===== config.mk =====
export PLATFORM = sky130hd
export DESIGN_NAME = serial_subtractor
export DESIGN_NICKNAME = d
export VERILOG_FILES = /design/src/rtl/serial_subtractor.sv
export SDC_FILE = /design/constraint.sdc
export NUM_CORES = 1
export LEC_CHECK = 0
export CAP_MARGIN = 20
export CORE_MARGIN = 3
export CORE_UTILIZATION = 55
export CTS_CLUSTER_DIAMETER = 50
export CTS_CLUSTER_SIZE = 8
export DETAILED_ROUTE_END_ITERATION = 10
export PLACE_DENSITY = 0.82
export SLEW_MARGIN = 25
export SYNTH_ARGS = -nofsm -noshare
export SYNTH_HDL_FRONTEND = slang
export SYNTH_SLANG_ARGS = --single-unit

===== constraint.sdc =====
create_clock -name clk -period 4.3 [get_ports clk]
set_input_delay 1.29 -clock clk [delete_from_list [all_inputs] [get_ports clk]]
set_output_delay 1.29 -clock clk [all_outputs]
set_load 0.005 [all_outputs]

===== src/rtl/serial_subtractor.sv =====
// serial_subtractor: bit-serial a - b - bin, LSB first, one full-subtractor
// cell per clock. A start/busy/done handshake lets a controlling FSM launch
// an operation and collect the registered result WIDTH+1 cycles later.
//
// Optional feature: define SUB_OVF_EN to add the 'ovf' output, which flags
// signed two's-complement overflow of the subtraction.
module serial_subtractor #(
  parameter int WIDTH = 8
) (
  input  logic             clk,
  input  logic             rst,
  input  logic             start,
  input  logic [WIDTH-1:0] a,
  input  logic [WIDTH-1:0] b,
  input  logic             bin,
  output logic [WIDTH-1:0] diff,
  output logic             bout,
`ifdef SUB_OVF_EN
  output logic             ovf,
`endif
  output logic             busy,
  output logic             done
);

  localparam int CW = $clog2(WIDTH);
  localparam logic [CW-1:0] CNT_LAST = CW'(WIDTH - 1);

  typedef enum logic [1:0] {
    IDLE  = 2'd0,
    SHIFT = 2'd1,
    DONE  = 2'd2
  } state_t;

  state_t           state;
  logic [WIDTH-1:0] a_sh;
  logic [WIDTH-1:0] b_sh;
  logic [WIDTH-1:0] r_sh;
  logic             borrow;
  logic [CW-1:0]    cnt;

`ifdef SUB_OVF_EN
  // Sign bits of the captured operands; a_sh/b_sh lose them while shifting.
  logic             a_sign;
  logic             b_sign;
`endif

  logic             bit_d;
  logic             borrow_nxt;
  logic [WIDTH-1:0] r_nxt;
  logic             last_bit;

  // Full-subtractor cell on the current LSBs, plus the result register as it will look after this bit.
  always_comb begin
    bit_d      = a_sh[0] ^ b_sh[0] ^ borrow;
    borrow_nxt = (~a_sh[0] & b_sh[0]) | (~a_sh[0] & borrow) | (b_sh[0] & borrow);
    r_nxt      = {bit_d, r_sh[WIDTH-1:1]};
    last_bit   = (cnt == CNT_LAST);
  end

  // Control FSM and serial datapath; busy/done are registered alongside the state so they are glitch-free Moore outputs.
  always_ff @(posedge clk or posedge rst) begin
    if (rst) begin
      state  <= IDLE;
      a_sh   <= '0;
      b_sh   <= '0;
      r_sh   <= '0;
      borrow <= 1'b0;
      cnt    <= '0;
      diff   <= '0;
      bout   <= 1'b0;
      busy   <= 1'b0;
      done   <= 1'b0;
`ifdef SUB_OVF_EN
      a_sign <= 1'b0;
      b_sign <= 1'b0;
      ovf    <= 1'b0;
`endif
    end else begin
      case (state)
        IDLE, DONE: begin
          if (start) begin
            a_sh   <= a;
            b_sh   <= b;
            r_sh   <= '0;
            borrow <= bin;
            cnt    <= '0;
`ifdef SUB_OVF_EN
            a_sign <= a[WIDTH-1];
            b_sign <= b[WIDTH-1];
`endif
            state  <= SHIFT;
            busy   <= 1'b1;
            done   <= 1'b0;
          end else begin
            state  <= IDLE;
            busy   <= 1'b0;
            done   <= 1'b0;
          end
        end

        SHIFT: begin
          a_sh   <= a_sh >> 1;
          b_sh   <= b_sh >> 1;
          r_sh   <= r_nxt;
          borrow <= borrow_nxt;
          cnt    <= cnt + CW'(1);
          if (last_bit) begin
            diff  <= r_nxt;
            bout  <= borrow_nxt;
`ifdef SUB_OVF_EN
            ovf   <= (a_sign != b_sign) & (r_nxt[WIDTH-1] != a_sign);
`endif
            state <= DONE;
            busy  <= 1'b0;
            done  <= 1'b1;
          end
        end

        default: begin
          state <= IDLE;
          busy  <= 1'b0;
          done  <= 1'b0;
        end
      endcase
    end
  end

endmodule


Word level (Yosys, flattened, before mapping). Index checks and enable logic that the tools add are counted.

Output and inout bits: 11. Bits in registers: 41. Latch bits: 0. Memory bits (writable): 0. ROM bits: 0. Memories: 0. Input port bits: 20.

Divide/modulo/power cells: 0. Shifts and indexed selects: 0. Reductions and logical operators: 5. Multiplexer cells: 18. Equality and inequality tests: 5. Bitwise operators: 8. Multipliers: 0. $lt $le $gt $ge: 0. Add/subtract/negate cells: 1.

Operator list (count): one-hot mux 8 bit (2 select lines) (3); two-way mux 8 bit (3); two-way mux 1 bit (6); one-hot mux 3 bit (2 select lines) (1); inequality test 2 bit (second input constant) (2); one-hot mux 1 bit (2 select lines) (2); one-hot mux 2 bit (2 select lines) (1); AND reduction 2 bit (2); adder 3 x 1 -> 3 bit (second input constant) (1); AND 1 bit (3); == test 3 bit (second input constant) (1); two-way mux 3 bit (1); == test 2 x 1 -> 1 bit (second input constant) (1); == test 2 bit (second input constant) (1); zero test 2 bit (1); two-way mux 2 bit (1); bitwise OR 1 bit (2); nonzero test 2 bit (1); OR reduction 2 bit (1); bitwise XOR 1 bit (2); NOT 1 bit (1).

Logic depth before layout (Yosys ltp). Gate-level depths: netlist (run 1).

Depth after elaboration: 5. Gate-level depth with buffers: 6. Gate-level depth less buffers: 5.

Least setup slack after synthesis (run 1). OpenSTA, ideal clock, no wires.

Path type: input to register. Start: input start. End: register a_sh[7]. Cell stages on the path: 4. Required time: 4179 ps. Path buffers: 2. Path slack: 2227 ps. Data arrival time: 1952 ps. Cells stage by stage: buf_2 > nor2b_1 > buf_4 > a22o_1.

Word-level cells in the longest chain between the ends: 2.

RTL lines: from (decl) (line 12) `input logic start,`; inequality test 2 bit (no source line); AND reduction 2 bit (no source line); to (signal assigned) (line 102) `a_sh <= a_sh >> 1;`; to (decl) (line 35) `logic [WIDTH-1:0] a_sh;`.

No other way between the ends. A chain may end at the register's enable or synchronous reset.

Worst setup path in the final report (run 1).
Start: register done. End: output done.

RTL lines: from (decl) (line 22) `output logic done`; from (signal assigned) (line 72) `done <= 1'b0;`; from (signal assigned) (line 93) `done <= 1'b0;`; from (signal assigned) (line 97) `done <= 1'b0;`.

No word-level cell between the ends.

==> results of run 1 <==
[worst paths after layout]
kind	endpoint	slack, ns
worst max-delay path	done	1.23
worst min-delay path	diff[7]	0.49
worst max register to register	b_sh[7]	2.36
worst min register to register	diff[7]	0.49
max in group asynchronous	r_sh[3]	2.13
min in group asynchronous	diff[6]	1.42
[final cells by class]
class                           count  area (µm²)  share of cell area [%]
Multi-Input combinational cell    101         756                    34.7
Timing Repair Buffer               31         308                    14.1
Tap cell                           44        55.1                    2.53
Sequential cell                    39         976                    44.8
Clock buffer                        8        68.8                    3.16
Inverter                            4        15.0                   0.689
[per-layer routing]
metal | part of all wire (%) | vias up | GRT usage (%)
met4 | 2.1 | 0 | 8.63
li1 | - | 605 | -
met2 | 49 | 35 | 29.9
met3 | 4.7 | 9 | 5.35
met1 | 44 | 605 | 22.9
met5 | 0 | - | 0
[placed cells by master (no fill, tap or decap), drive strengths merged]
cell type / synthesis / routed
mux2: 14 / 14
xnor2: 1 / 1
o21ai: 7 / 7
nor3: 8 / 8
a21oi: 7 / 7
o22ai: 9 / 9
nand2: 6 / 6
and2b: 1 / 1
fa: 1 / 1
nor2: 10 / 10
clkdlybuf4s50: 0 / 30
nand3b: 1 / 1
nor2b: 7 / 7
inv: 4 / 4
mux2i: 6 / 6
dfrtp: 39 / 39
ha: 2 / 2
a211oi: 6 / 6
o31ai: 1 / 1
nand2b: 7 / 7
a22o: 6 / 6
o2bb2ai: 1 / 1
clkbuf: 1 / 8
buf: 11 / 1
[registers in the layout, indices dropped and copies added, names as in the netlist]
signal / cells
b_sh: 8
busy: 1
state: 1
r_sh: 7
a_sh: 8
borrow: 1
cnt: 3
done: 1
diff: 8
bout: 1
[cell families after synthesis]
family / after synthesis
mux: 20
compound gates: 37
flops: 39
xor+xnor: 1
buf+inv: 16
fa+ha+maj: 3
simple gates: 40
[power groups by stage]
| stage | registers (µW) | logic (µW) | clock network, µW |
|---|---|---|---|
| after floorplan | 636 | 464 | 0 |
| after global placement | 689 | 557 | 0 |
| after detailed placement | 701 | 589 | 0 |
| after CTS | 695 | 594 | 214 |
| after global routing | 725 | 656 | 235 |
| final | 695 | 586 | 210 |
[stage by stage]
| stage | hold slack (ns) | util [%] | total power [µW] |
|---|---|---|---|
| 2_1_floorplan | 0.467 | - | 1100 |
| 3_3_place_gp | 0.468 | 68.0 | 1250 |
| 3_5_place_dp | 0.477 | 68.0 | 1290 |
| 4_1_cts | 0.502 | 70.2 | 1500 |
| 5_1_grt | 0.531 | 70.2 | 1610 |
| 6_report | 0.493 | 70.2 | 1490 |
==> run_results.csv, run 1 <==
group,metric,value,unit
outcome,outcome,"finished clean",
sta,slew_headroom,43.2,%
placement,port_buffers,30,
cells_and_area,syn_to_final_growth,19.5,%
power_and_ir_drop,combinationalPowerShare,39.3,%
power_and_ir_drop,p_int,982,µW
sta,tightest_slew,0.852,ns
synth,synth_xor_xnor_area_share,0.480,%
synth,netlist_top_cells_area,"dfrtp_1 54%, mux2_4 5.8%, mux2_2 4.3%",
power_and_ir_drop,seqPwrFrac,46.6,%
global_route,grt_max_degree,31,
synth,synth_compound_gate_area_share,13.2,%
sta,rsz0062_at_grt,"false",
routing,drtAntennaViolNets,0,
routing,drt_wl_total,3.37,mm
cells_and_area,fillerInstances,233,
hold_path,whs_path_depth,2,
synth,synthMuxAreaShare,13.4,%
setup_path,ff2ff_path_depth,3,
synth,synth_cell_type_count,27,
setup_path,critPathKind,"register to output pin",
synth,synth_edf_count,0,
placement,dp_hpwl,2.32,mm
global_route,grt_pass1_vias,1252,
cells_and_area,fin_cells,227,
routing,vias_per_cell,5.52,
placement,post-place-ws,0.934,ns
die,initial_core_util,58.7,%
clocking,insertion_delay,0.34,ns
hold_path,hold_start,"diff[7]",
global_route,grt_usage,18.6,%
power_and_ir_drop,p_per_area,685,nW/µm²
setup_path,cpLargestDelayFamily,"flip-flops",
synth,ys_top_cells_by_count,"39 x dfrtp_1, 9 x nor2_1, 9 x o22ai_1",
clocking,cts_buffers,5,
clocking,cts_resized,0,
sta,setup_tns,0,ns
global_route,grt_overflow,0,
placement,placed_area,2110,µm²
sta,finalCritPeriodShare,71.3,%
setup_path,worstSetupStartpointType,"register",
synth,avgSynthCellArea,11.7,µm²
sta,finClkSkew,0.00820,ns
setup_path,crit_path_end_kind,"output pin",
routing,first_pass_iters,5,
routing,drtIter0Drc,78,
sta,fmax,326,MHz
power_and_ir_drop,p_leak,0.000946,µW
sta,period_needed,3.07,ns
die,die_h,63.6,µm
routing,drc,0,
clocking,clock_sinks,39,
sta,setup_ws,1.23,ns
clocking,postCtsSetupRepairBufs,0,
synth,ys_warn_count,0,
synth,ys_seq_area_share,53.5,%
setup_path,slowest_delay,0.82,ns
setup_path,crit_path_top_delay_cell,"dfrtp_1",
setup_path,cp.arrival,1.78,ns
cells_and_area,diodes,0,
cells_and_area,nNetsFinal,205,
power_and_ir_drop,sw_frac_of_total,34.2,%
setup_path,worstPathMaxFanout,17,
power_and_ir_drop,netSwitchingPower,509,µW
synth,synth-main-ff-cell,"dfrtp_1",
setup_path,required,3.01,ns
die,die-width,63.6,µm
clocking,clk_path_buf_depth,2,
synth,syn_area,1820,µm²
synth,yosysMostFrequentCell,"dfrtp_1",
job,cap_violations,0,
hold_path,hp-class,"register to register",
synth,synth.largest_area_cell,"dfrtp_1",
clocking,clockRootBuffer,"clkbuf_4",
placement,dp_cells,219,
synth,syn-num-nets,179,
clocking,cts_hold_buf,0,
cells_and_area,fin_area,2180,µm²
synth,synthArstFlopShare,100,%
synth,synth_adder_area_share,2.47,%
sta,hold_violations,0,
setup_path,worst-path-stages,1,
placement,place_congestion,0.815,
die,num_rows,20,
sta,setup_viol,0,
setup_path,cp.buffers_inverters,1,
setup_path,startpoint,"done",
die,core_area,3100,µm²
sta,slew_violations,0,
synth,synth_top_area_share,53.5,%
power_and_ir_drop,vdd_drop_max,0.000355,V
die,io_pins,31,
routing,wl_per_cell,14.8,µm
routing,dr_total_vias,1254,
clocking,clkTransAtPathRegs,0.11,ns
global_route,grt_pass1_wl,5.78,mm
power_and_ir_drop,p_clk_share,14.1,%
clocking,tritoncts,"done",
synth,synth-seq-cells,39,
cells_and_area,drive_gt1_share,13.1,%
clocking,htreeDepth,2,
global_route,antenna_found_initial,0,
die,die_area,4040,µm²
setup_path,cp_cell_sequence,"clkdlybuf4s50_1",
setup_path,worstReg2RegStart,"state[0]",
synth,synth_top_family_by_area,"multiplexers",
synth,yosys.area_share.simple,11.9,%
synth,syn-instance-count,156,
(Power assumes the default switching activity.)
==> inputs of run 2 (changes only) <==
CORE_UTILIZATION = 52   (was 55)
PLACE_DENSITY = 0.78   (was 0.82)
clock period = 3.2 ns   (was 4.3 ns; I/O delays follow)
==> run 2 against run 1 <==
  * Global-route usage decreased by 1.8 points
  * Wire length decreased by 5.9%
  * Register-to-register slack got worse by 1.0 ns
  * Hold slack improved by 0.0026 ns
  * Sequential power increased by 32%
==> run_results.csv, run 2 (synthesized netlist as in run 1, its figures left out) <==
group,metric,value,unit
outcome,outcome,"finished clean",
clocking,clkTransAtPathRegs,0.12,ns
power_and_ir_drop,combinationalPowerShare,40.8,%
global_route,grt_pass1_vias,1262,
die,core_area,3200,µm²
clocking,htreeDepth,2,
power_and_ir_drop,p_per_area,893,nW/µm²
global_route,grt_usage,16.7,%
clocking,tritoncts,"done",
sta,finClkSkew,0.00971,ns
setup_path,critPathKind,"register to output pin",
global_route,grt_max_degree,40,
power_and_ir_drop,p_clk_share,12.2,%
power_and_ir_drop,vdd_drop_max,0.000477,V
placement,dp_hpwl,2.19,mm
cells_and_area,diodes,0,
placement,dp_cells,222,
hold_path,hp-class,"register to register",
routing,dr_total_vias,1258,
power_and_ir_drop,p_leak,0.000958,µW
routing,drtIter0Drc,77,
setup_path,ff2ff_path_depth,3,
cells_and_area,fin_cells,230,
cells_and_area,mostFrequentLayoutCell,"dfrtp_1",
clocking,cts_hold_buf,0,
clocking,clk_path_buf_depth,2,
placement,port_buffers,30,
sta,rsz0062_at_grt,"false",
setup_path,crit_path_end_kind,"output pin",
power_and_ir_drop,p_total,1950,µW
sta,whs,0.496,ns
setup_path,worstPathMaxFanout,17,
hold_path,whs_path_depth,2,
sta,finalCritPeriodShare,75.7,%
routing,drtAntennaViolNets,0,
power_and_ir_drop,p_int,1280,µW
cells_and_area,syn_to_final_growth,19.8,%
sta,fmax,413,MHz
placement,placed_area,2130,µm²
global_route,grt_pass1_wl,5.49,mm
setup_path,required,2.24,ns
clocking,cts_resized,0,
power_and_ir_drop,seqPwrFrac,47.0,%
global_route,grt_overflow,0,
die,die_h,65.2,µm
die,die_area,4250,µm²
clocking,clock_sinks,39,
routing,first_pass_iters,5,
sta,setup_viol,0,
routing,vias_per_cell,5.47,
sta,hold_violations,0,
cells_and_area,drive_gt1_share,15.1,%
routing,wl_per_cell,13.8,µm
clocking,clockRootBuffer,"clkbuf_4",
cells_and_area,nNetsFinal,208,
global_route,antenna_found_initial,0,
cells_and_area,fillerInstances,269,
setup_path,slowest_delay,0.54,ns
die,initial_core_util,56.9,%
placement,place_congestion,0.791,
clocking,insertion_delay,0.33,ns
setup_path,cp_cell_sequence,"buf_4, clkdlybuf4s50_1",
sta,slew_headroom,41.6,%
power_and_ir_drop,sw_frac_of_total,34.6,%
power_and_ir_drop,netSwitchingPower,674,µW
clocking,postCtsSetupRepairBufs,0,
die,num_rows,20,
sta,period_needed,2.42,ns
sta,setup_tns,0,ns
setup_path,crit_path_top_delay_cell,"clkdlybuf4s50_1",
cells_and_area,fin_area,2180,µm²
sta,tightest_slew,0.875,ns
job,cap_violations,0,
setup_path,worstSetupStartpointType,"register",
cells_and_area,reg_top3,"a_sh: 8 flops, b_sh: 8 flops, diff: 8 flops",
sta,slew_violations,0,
cells_and_area,final_cell_mix,"39 x dfrtp_1, 30 x clkdlybuf4s50_1, 9 x o22ai_1, 9 x nor2_1, 8 x nor3_1",
clocking,cts_buffers,5,
die,io_pins,31,
routing,drc,0,
routing,drt_wl_total,3.17,mm
die,die-width,65.2,µm
setup_path,cp.arrival,1.46,ns
[run 2: cell count changes in the layout (fill, tap and decap cells not counted), sizes merged]
cell / delta
clkbuf: -3
clkinv: +3
buf: +3
[run 2: cell type report]
cell class / instances / area, µm² / share of cell area (%)
clock inverters: 3 / 15.0 / 0.687
clock buffers: 5 / 37.5 / 1.72
repair buffers: 34 / 330 / 15.1
well taps: 44 / 55.1 / 2.52
multi-input cells: 101 / 756 / 34.6
flip-flops and latches: 39 / 976 / 44.7
inverters: 4 / 15.0 / 0.687
[run 2: critical path: cells and delay by family (launching register included)]
family	cells	cell delay (ns)
buf+inv	2	0.78
flops	1	0.34
[run 2: final timing paths]
path	from	endpoint	slack, ns
worst min register to register	diff[7]	diff[7]	0.50
worst max-delay path	done	done	0.78
min in group asynchronous	rst	diff[5]	1.03
worst max register to register	state[0]	a_sh[7]	1.34
max in group asynchronous	rst	diff[0]	1.82
worst min-delay path	diff[7]	diff[7]	0.50
[run 2: power groups by stage]
stage | Clock, µW | Combinational, µW | Sequential (µW)
after floorplan | 0 | 624 | 854
after global placement | 0 | 775 | 913
after detailed placement | 0 | 802 | 927
after CTS | 247 | 804 | 918
after global routing | 269 | 886 | 954
final | 238 | 796 | 916
[run 2: metal layers]
| layer | share of wire (%) | vias up | global-route usage, % |
|---|---|---|---|
| li1 | - | 611 | - |
| met1 | 48 | 616 | 20.6 |
| met2 | 47 | 29 | 28.1 |
| met3 | 4.4 | 2 | 4.44 |
| met4 | 0.66 | 0 | 6.22 |
| met5 | 0 | - | 0 |
[run 2: through the flow]
stage | util, % | worst slack [ns]
after floorplan | - | 1.35
after global placement | 66.6 | 0.890
after detailed placement | 66.6 | 0.883
after CTS | 68.2 | 0.749
after global routing | 68.2 | 0.667
final | 68.2 | 0.778
==> inputs of run 3 (changes only) <==
clock period = 2.5 ns   (was 3.2 ns; I/O delays follow)
==> run 3 against run 2 <==
  * Clock power up 24%
  * Sequential power is 29% higher
  * Wire length is 2.5% higher
  * Global-route usage rose by 1.0 points
  * First-iteration DRC count shrank 43%
  * Core utilization decreased by 0.078 points
  * Count of clock-buffer cells in the layout is 2 higher
  * Combinational power is 29% higher
  * Largest power group unchanged
  * Highest routed layer unchanged
==> run_results.csv, run 3 (synthesized netlist as in run 1, its figures left out) <==
group,metric,value,unit
outcome,outcome,"finished clean",
routing,wl_per_cell,14.1,µm
sta,slew_violations,0,
die,num_rows,20,
sta,hold_violations,0,
die,die-width,65.2,µm
routing,drtAntennaViolNets,0,
job,cap_violations,0,
setup_path,ff2ff_setup_slack,0.61,ns
die,io_pins,31,
power_and_ir_drop,vdd_drop_max,0.000587,V
placement,dp_hpwl,2.36,mm
die,die_h,65.2,µm
global_route,grt_max_degree,40,
cells_and_area,drive_gt1_share,14.0,%
routing,drt_wl_total,3.25,mm
clocking,clockRootBuffer,"clkbuf_4",
global_route,antenna_found_initial,0,
setup_path,worstSetupStartpointType,"register",
setup_path,cp.arrival,1.22,ns
die,core_area,3200,µm²
sta,rsz0062_at_grt,"false",
setup_path,worst-path-stages,1,
setup_path,worstPathMaxFanout,2,
clocking,postCtsSetupRepairBufs,0,
cells_and_area,fin_cells,230,
clocking,clk_path_buf_depth,2,
cells_and_area,reg_top3,"a_sh: 8 flops, b_sh: 8 flops, diff: 8 flops",
clocking,cts_buffers,5,
cells_and_area,syn_to_final_growth,19.7,%
setup_path,required,1.75,ns
cells_and_area,diodes,0,
setup_path,crit_path_top_delay_cell,"clkdlybuf4s50_1",
setup_path,r2r-end,"r_sh[6]",
setup_path,ff2ff_path_depth,3,
cells_and_area,mostFrequentLayoutCell,"dfrtp_1",
sta,finClkSkew,0.00843,ns
clocking,cts_resized,0,
global_route,grt_overflow,0,
power_and_ir_drop,p_leak,0.000952,µW
placement,place_congestion,0.755,
setup_path,cpLargestDelayFamily,"buffers and inverters",
placement,port_buffers,30,
global_route,grt_usage,17.7,%
global_route,grt_pass1_wl,5.80,mm
setup_path,critPathCapture,"busy",
hold_path,hp-class,"register to register",
setup_path,cp_cell_sequence,"clkdlybuf4s50_1",
clocking,htreeDepth,2,
sta,tightest_slew,0.862,ns
routing,vias_per_cell,5.51,
routing,dr_total_vias,1267,
sta,setup_viol,0,
sta,fmax,507,MHz
placement,dp_cells,222,
clocking,insertion_delay,0.33,ns
clocking,tritoncts,"done",
die,die_area,4250,µm²
power_and_ir_drop,p_per_area,1150,nW/µm²
clocking,cts_hold_buf,0,
setup_path,critPathKind,"register to output pin",
routing,drtIter0Drc,44,
routing,drc,0,
setup_path,slowest_delay,0.51,ns
sta,slew_headroom,42.5,%
setup_path,startpoint,"busy",
sta,setup_tns,0,ns
routing,first_pass_iters,4,
clocking,clock_sinks,39,
setup_path,crit_path_end_kind,"output pin",
clocking,clkTransAtPathRegs,0.11,ns
sta,finalCritPeriodShare,78.8,%
sta,period_needed,1.97,ns
global_route,grt_pass1_vias,1271,
die,initial_core_util,56.9,%
cells_and_area,final_cell_mix,"39 x dfrtp_1, 30 x clkdlybuf4s50_1, 9 x o22ai_1, 9 x nor2_1, 8 x nor3_1",
setup_path,cp.buffers_inverters,1,
setup_path,worstReg2RegStart,"state[0]",
cells_and_area,nNetsFinal,208,
run 3: cell count changes in the layout (fill, tap and decap cells not counted):
cell | before | now
clkbuf_1 | 0 | 2
clkinv_2 | 3 | 1
run 3: final cells by class:
class	count	area (µm²)
Timing Repair Buffer	34	330
Clock buffer	7	45.0
Clock inverter	1	5.00
Multi-Input combinational cell	101	756
Tap cell	44	55.1
Inverter	4	15.0
Sequential cell	39	976
Fill cell	281	1020
run 3: worst min-delay path by stage:
| stage | depth (start not counted) | slack [ns] | startpoint | to |
|---|---|---|---|---|
| 2_1_floorplan | 1 | 0.47 | a_sh[7] | a_sh[7] |
| 3_3_place_gp | 2 | 0.47 | diff[7] | diff[7] |
| 3_5_place_dp | 1 | 0.49 | a_sh[7] | a_sh[7] |
| 4_1_cts | 1 | 0.52 | a_sh[7] | a_sh[7] |
| 5_1_grt | 1 | 0.55 | diff[1] | diff[1] |
| 6_report | 1 | 0.51 | a_sh[7] | a_sh[7] |
run 3: routing by layer:
layer | up-vias | global-route usage [%] | routed length [µm]
met1 | 620 | 21.4 | 1410
met4 | 0 | 6.99 | 41
li1 | 612 | - | -
met5 | - | 0 | 0
met3 | 5 | 4.27 | 160
met2 | 30 | 30.5 | 1630
run 3: stage by stage:
stage               power (µW)  cell area [µm²]  hold slack [ns]  utilization, %  worst slack, ns
floorplan                 1890             1820            0.467               -            0.861
global placement          2150             2130            0.467            66.6            0.525
detailed placement        2240             2130            0.485            66.6            0.480
CTS                       2530             2180            0.518            68.1            0.504
global route              2730             2180            0.545            68.1            0.453
finish                    2500             2180            0.511            68.1            0.529
run 3: power breakdown:
part           switching [µW]  internal (µW)  total, µW
combinational             425            601       1030
sequential                250            928       1180
clock                     186            110        295
